<file path="config.mk">
export PLATFORM = sky130hd
export DESIGN_NAME = capture_ctrl
export DESIGN_NICKNAME = d
export VERILOG_FILES = /design/src/rtl/capture_ctrl.sv
export SDC_FILE = /design/constraint.sdc
export NUM_CORES = 1
export LEC_CHECK = 0
export CORE_MARGIN = 4
export CORE_UTILIZATION = 52
export DETAILED_ROUTE_END_ITERATION = 10
export GPL_ROUTABILITY_DRIVEN = 1
export PLACE_DENSITY_LB_ADDON = 0.15
export SETUP_SLACK_MARGIN = 0.1
export SLEW_MARGIN = 20
export SYNTH_ARGS = -nofsm -noshare
export SYNTH_HDL_FRONTEND = slang
export SYNTH_SLANG_ARGS = --single-unit
</file>
<file path="constraint.sdc">
create_clock -name osc_clk -period 2.6 [get_ports osc_clk]
set_input_delay 0.26 -clock osc_clk [delete_from_list [all_inputs] [get_ports osc_clk]]
set_output_delay 0.26 -clock osc_clk [all_outputs]
set_load 0.005 [all_outputs]
</file>
<file path="src/rtl/capture_ctrl.sv">
// capture_ctrl: paced ADC capture into a DEPTH-entry buffer with an
// optional rising-level trigger and a Pi read-back handshake.
module capture_ctrl #(
  parameter int DEPTH = 1024,
  parameter int AW    = 10,
  parameter int DIV   = 50
) (
  input  logic          osc_clk,
  input  logic          reset,
  input  logic          trig_en,
  input  logic [7:0]    trig_level,
  input  logic          pi_done,
  input  logic          adc_valid,
  input  logic [7:0]    adc_sample,
  output logic          adc_start,
  output logic          mem_we,
  output logic [AW-1:0] mem_adr,
  output logic [7:0]    mem_wdata,
  output logic          pi_signal_flag,
  output logic          overrun,
  output logic [1:0]    state
);

  typedef enum logic [1:0] {
    ARM   = 2'd0,
    FILL  = 2'd1,
    READY = 2'd2
  } st_t;

  localparam logic [15:0]   TOP  = 16'(DIV - 1);
  localparam logic [AW-1:0] LAST = AW'(DEPTH - 1);

  st_t           st;
  logic [15:0]   timer;
  logic          tick;
  logic          busy;
  logic [AW-1:0] wr_ptr;
  logic [7:0]    prev;
  logic [2:0]    pd_q;
  logic          pd_edge;
  logic          accept;
  logic          trig_hit;

  assign state    = st;
  assign pd_edge  = pd_q[1] & ~pd_q[2];
  assign accept   = adc_valid & busy & (st != READY);
  assign trig_hit = ~trig_en |
                    ((prev < trig_level) & (adc_sample >= trig_level));

  always_ff @(posedge osc_clk or posedge reset) begin
    if (reset) begin
      st             <= ARM;
      timer          <= '0;
      tick           <= 1'b0;
      busy           <= 1'b0;
      wr_ptr         <= '0;
      prev           <= 8'hFF;
      pd_q           <= '0;
      adc_start      <= 1'b0;
      mem_we         <= 1'b0;
      mem_adr        <= '0;
      mem_wdata      <= '0;
      pi_signal_flag <= 1'b0;
      overrun        <= 1'b0;
    end else begin
      pd_q      <= {pd_q[1:0], pi_done};
      adc_start <= 1'b0;
      mem_we    <= 1'b0;
      unique case (st)
        ARM, FILL: begin
          if (timer == TOP) begin
            timer <= '0;
            tick  <= 1'b1;
          end else begin
            timer <= timer + 16'd1;
            tick  <= 1'b0;
          end
          // a tick that finds a conversion in flight is dropped
          if (tick && !busy) begin
            adc_start <= 1'b1;
            busy      <= 1'b1;
          end else if (tick) begin
            overrun <= 1'b1;
          end
          if (accept) begin
            busy <= 1'b0;
            prev <= adc_sample;
            if (st == FILL) begin
              mem_we    <= 1'b1;
              mem_adr   <= wr_ptr;
              mem_wdata <= adc_sample;
              wr_ptr    <= wr_ptr + AW'(1);
              if (wr_ptr == LAST) begin
                st             <= READY;
                pi_signal_flag <= 1'b1;
                timer          <= '0;
                tick           <= 1'b0;
              end
            end else if (trig_hit) begin
              mem_we    <= 1'b1;
              mem_adr   <= '0;
              mem_wdata <= adc_sample;
              wr_ptr    <= AW'(1);
              st        <= FILL;
            end
          end
        end
        READY: begin
          timer <= '0;
          tick  <= 1'b0;
          if (pd_edge) begin
            st             <= ARM;
            pi_signal_flag <= 1'b0;
            overrun        <= 1'b0;
            busy           <= 1'b0;
            wr_ptr         <= '0;
            prev           <= 8'hFF;
          end
        end
        default: st <= ARM;
      endcase
    end
  end

endmodule

</file>
# Yosys cells after proc, flatten, opt, wreduce, memory -nomap -nowiden

Index checks and enable logic that the tools add are counted.

Bits in read-only memories: 0
Memories: 0
Register bits: 63
Bits in latches: 0
Logic and storage cells: 96
Memory bits (writable): 0
Output and inout port bits: 24
Bits of input ports: 21

Reductions and logical operators: 13
Bitwise logic cells: 7
Add/sub/neg operators: 2
Magnitude comparators: 2
$mul: 0
Div/mod/pow operators: 0
Shift operators: 0
Eq/ne operators: 14
Muxes and demuxes: 45

Operators by type and width:

| kind                    | count |
|---|---|
| $mux W16                | 4 |
| $mux W10                | 6 |
| $mux W8                 | 4 |
| $pmux W16 S2            | 1 |
| $pmux W10 S2            | 1 |
| $mux W1                 | 18 |
| $add A16 B1 Y16 const B | 1 |
| $eq A16 B6 Y1 const B   | 1 |
| $pmux W8 S2             | 1 |
| $ne A2 B2 Y1 const B    | 7 |
| $reduce_and A4 Y1       | 3 |
| $add A10 B1 Y10 const B | 1 |
| $eq A10 B10 Y1 const B  | 1 |
| $mux W2                 | 5 |
| $ne A3 B3 Y1 const B    | 3 |
| $reduce_and A3 Y1       | 3 |
| $ge A8 B8 Y1            | 1 |
| $lt A8 B8 Y1            | 1 |
| $pmux W1 S2             | 4 |
| $reduce_and A5 Y1       | 1 |
| $and A1 B1 Y1           | 4 |
| $pmux W2 S2             | 1 |
| $reduce_bool A2 Y1      | 2 |
| $eq A2 B1 Y1 const B    | 1 |
| other kinds (7)         | 8 |

# Logic depth before layout (Yosys ltp)

Depth after elaboration: 7
Mapped depth: 10
Mapped depth without buffers: 8

# Least setup slack after synthesis

No wires, ideal clock.

Path kind: flip-flop to flip-flop
Start: reg prev[2]
End: reg mem_adr[5]
Data required time: 2.479 ns
Arrival time: 1.964 ns
Library setup time: 0.121 ns
Slack: 0.515 ns
Period minus slack after synthesis: 2.085 ns
Stages on the path, launching flop included: 10
Buffers on the path: 2
Cell sequence: dfstp_2 -> ha_1 -> a21oi_1 -> o21ai_0 -> a31oi_1 -> nor3_1 -> a311o_1 -> buf_6 -> buf_6 -> a22o_1

Word-level cells in the longest chain between the ends: 5

RTL lines:

| item                         | RTL line | text |
|---|---|---|
| start: declaration           | 38       | `logic [7:0] prev;` |
| start signal: assignment     | 87       | `prev <= adc_sample;` |
| $lt A8 B8 Y1                 | 48       | `((prev < trig_level) & (adc_sample >= trig_level));` |
| $and A1 B1 Y1                | 48       |  |
| $or A1 B1 Y1                 | 47       | `assign trig_hit = ~trig_en \|` |
| $reduce_bool A2 Y1 (no line) | -        |  |
| $reduce_and A3 Y1 (no line)  | -        |  |
| end signal: assignment       | 90       | `mem_adr <= wr_ptr;` |
| end: declaration             | 17       | `output logic [AW-1:0] mem_adr,` |

Every way passes these cells.
A chain may end at the register's enable or synchronous reset.

# Worst setup path in the final report

Start: in adc_sample[0]
End: reg mem_wdata[1]

Word-level cells in the longest chain between the ends: 5

RTL lines:

| item                         | RTL line | text |
|---|---|---|
| start: declaration           | 14       | `input logic [7:0] adc_sample,` |
| $ge A8 B8 Y1                 | 48       |  |
| $and A1 B1 Y1                | 48       |  |
| $or A1 B1 Y1                 | 47       |  |
| $reduce_bool A2 Y1 (no line) | -        |  |
| $reduce_and A3 Y1 (no line)  | -        |  |
| end signal: assignment       | 91       | `mem_wdata <= adc_sample;` |
| end signal: assignment       | 102      | `mem_wdata <= adc_sample;` |
| end: declaration             | 18       | `output logic [7:0] mem_wdata,` |

Every way passes these cells.

==> results.txt <==
----------------------------------------------------
[Logic synthesis]
  Synth warnings ... 0
  Total nets after synthesis ... ~350
  Average instance area after synthesis ... 10.52 um2
  Number of standard cells after synthesis ... 307
  Most instantiated flip-flop cell in the synthesis netlist ... dfrtp_1
  FFs w/ async S/R, synth ... 100.0%
  Number of flip-flops and latches in the synthesized netlist ... 63
  Netlist Area Pre-Place ... approximately 3200 um2
  Proportion of synthesized chip area in sequential cells ... approximately 49%
  Number of distinct standard cells referenced by the synthesized netlist ... 51
  Number of enable flip-flop cells after synthesis ... 0

[Worst setup path]
  Reg2Reg Launch Point ... prev[2]
  Type of origin of the critical path ... primary input
  FF-to-FF path depth ... 8
  R2R Path End ... mem_wdata[1]
  Data arrival time of the critical path ... about 2600 ps
  Reg-to-reg slack, setup ... 280 ps
  Type of element capturing the critical path ... flip-flop
  CP Max Fanout ... 19
  Start-to-end type of the worst setup path ... in -> reg
  Data required time of the worst path ... roughly 2800 ps

[Cells and area]
  Filler Cells Inserted ... 464
  Most frequent cells in the layout ... 55 x dfrtp_1, 44 x clkdlybuf4s50_1, 26 x nand2_1
  Number of standard cells in the layout, taps in and fillers out ... 446
  Fraction of final layout cells sized beyond drive strength 1 ... about 15%
  Most frequent standard cell in the layout excluding fill and tap cells ... dfrtp_1
  Growth of design area from synthesis to finish ... 24.52%
  Cell area after layout ... between 4000 and 5000 um2
  Number of inserted diodes ... 0
  Net count reported at finish ... between 400 and 500

[Global route]
  Largest net degree at the start of global routing ... 64
  Global Route Usage Sum ... approximately a fifth
  First-pass GRT wire length ... roughly 12 mm
  Number of antenna violations at the first check in global routing ... 0
  Vias in the first global route ... around 2500
  Remaining global-route overflow ... 0

[Routing]
  Drt wl/cell ... around 16 um
  Final wirelength ... 7.056 mm
  DR DRC count ... 0
  Number of vias in the routed layout ... 2577
  Number of search-and-repair iterations in the first detailed-routing pass ... 4
  Iteration-0 DRC Markers ... 144
  Antenna-violating nets left ... 0
  Via density per instance ... around 5.8

[Floorplanning]
  Starting Density ... 53.93%
  Height of the die ... a little under 90 um
  Die area ... about 7500 um2
  Core footprint ... roughly 6000 um2
  Placement row count ... 28
  Number of ports placed on the die boundary ... 45
  Width of the die ... between 80 and 90 um

[Clocking]
  Clock slew at the register clock pins of the worst setup and hold paths ... 70 ps
  # hold bufs at CTS ... 0
  Maximum buffer depth of the clock tree ... 2
  CTS Buf Count ... 9
  Maximum level of the CTS H-tree ... 3
  Post-CTS setup repair buffer count ... 0
  Clock tree from TritonCTS ... done
  Buffer cell driving the clock tree root ... clkbuf_8
  Latest clock arrival within the worst-skew pair ... 340 ps
  CTS sink count ... 63
  Number of resized instances in the post-cts repair step ... 0

[STA]
  Count of endpoints failing hold in the final timing report ... 0
  Count of final setup violators ... 0
  Share of the cycle needed by the critical path after routing ... 90.04%
  Crit path time final ... about 2300 ps
  Setup repair after global routing missed its margin ... no
  Worst-margin pin slew ... between 500 and 600 ps
  Max_slew headroom ... a little over three fifths
  Fmax ... 0.4272 GHz
  Fin. max-slew vios ... 0
  Clock tree skew after final layout ... 5.355 ps

[Place]
  Port Buffer Count ... between 40 and 50
  Inst Count DP ... 430
  Half-perimeter wire length after placement ... between 4 and 5 mm
  Post-placement cell area ... approximately 3800 um2
  Placer's final routability congestion estimate ... ~0.83

[Status]
  Outcome ... finished, final reports clean

[Min path]
  Worst hold path type ... in -> async

[Power]
  Leak pwr ... 1.776 nW
  Peak VDD IR ... roughly 0.00037 V
  Power density of the placed cells ... approximately 470 nW/um2

[Run]
  Max-cap violation count ... 0

----------------------------------------------------
[critical path: stages]
cell and delay (ps):
clkdlybuf4s50_1 480, inv_1 50, ha_1 250, nand2b_1 160
a2111oi_2 390, a2111oi_2 100, o21ai_2 150, a311o_1 230
buf_12 180, mux2_4 310
[cells in the mapped netlist, drive strengths merged (3+ instances only)]
cell	instances	area, um2
a2111oi	3	38.79
o31ai	9	67.56
dfstp	8	210.2
nand2	27	103.9
a22o	11	96.34
nor2b	7	43.79
nor3	4	20.02
a21o	3	22.52
dfrtp	55	1376
and3	5	31.28
inv	17	63.81
o21ai	25	128.9
a31oi	9	56.30
o21a	4	30.03
o22a	8	70.07
buf	9	63.81
mux2	9	131.4
nor2	11	41.29
ha	18	225.2
a21oi	18	93.84
nand2b	7	43.79
clkbuf	3	12.51
nand3	12	60.06
nor4	3	25.02
[worst max-delay path by stage]
stage | startpoint | to | slack (ps)
2_1_floorplan | prev[2] | mem_adr[5] | 510
3_3_place_gp | adc_sample[0] | mem_wdata[0] | -60
3_5_place_dp | adc_sample[0] | mem_wdata[1] | -130
4_1_cts | adc_sample[0] | mem_wdata[1] | 250
5_1_grt | adc_sample[0] | mem_wdata[1] | 100
6_report | adc_sample[0] | mem_wdata[1] | 260
[metrics by stage]
stage	power, mW	setup TNS [ps]	utilization [%]	hold WS [ps]	setup slack, ps
2_1_floorplan	1.061	0	-	291.4	514.9
3_3_place_gp	1.126	-514.5	64.20	336.8	-64.91
3_5_place_dp	1.128	-937.1	64.20	344.2	-125.4
4_1_cts	1.902	0	67.15	292.4	251.8
5_1_grt	1.963	0	67.15	313.3	103.3
6_report	1.878	0	67.15	278.5	259.1
[final cells by class]
| cell class | instances | area, um2 | share of cell area [%] |
|---|---|---|---|
| inverters | 17 | 63.81 | 1.586 |
| well taps | 75 | 93.84 | 2.333 |
| clock buffers | 13 | 158.9 | 3.950 |
| repair buffers | 60 | 598.1 | 14.87 |
| flip-flops and latches | 63 | 1587 | 39.44 |
| multi-input cells | 215 | 1504 | 37.39 |
| clock inverters | 3 | 17.52 | 0.4355 |
[flip-flops by register name (all words and copies together) (netlist names)]
| register | count |
|---|---|
| adc_start | 1 |
| busy | 1 |
| mem_adr | 10 |
| mem_wdata | 8 |
| mem_we | 1 |
| overrun | 1 |
| pd_q | 3 |
| pi_signal_flag | 1 |
| prev | 8 |
| state | 2 |
| tick | 1 |
| timer | 16 |
| wr_ptr | 10 |
[layer usage]
layer	up-vias	routed length [um]	GRT usage (%)
met3	12	371	6.464
li1	1246	-	-
met4	0	102	7.932
met5	-	0	0
met2	65	3374	31.54
met1	1254	3207	27.32
[logic make-up (layout without fill, tap and decap cells)]
| kind of cell | after synthesis | count (layout) | share of synthesized area, % |
|---|---|---|---|
| adders and majority gates | 18 | 18 | 6.971 |
| and+or+nand+nor | 88 | 88 | 14.18 |
| buffers and inverters | 29 | 93 | 4.338 |
| xor gates and xnor gates | 1 | 1 | 0.2712 |
| DFF | 63 | 63 | 49.11 |
| muxes | 10 | 10 | 4.377 |
| AOI/OAI and AO/OA | 98 | 98 | 20.76 |
[power by group]
part | internal, mW | switching, mW
Sequential | 0.984 | 0.00280
Clock | 0.395 | 0.374
Combinational | 0.0613 | 0.0604
Total | 1.44 | 0.437
(Power assumes the default switching activity.)
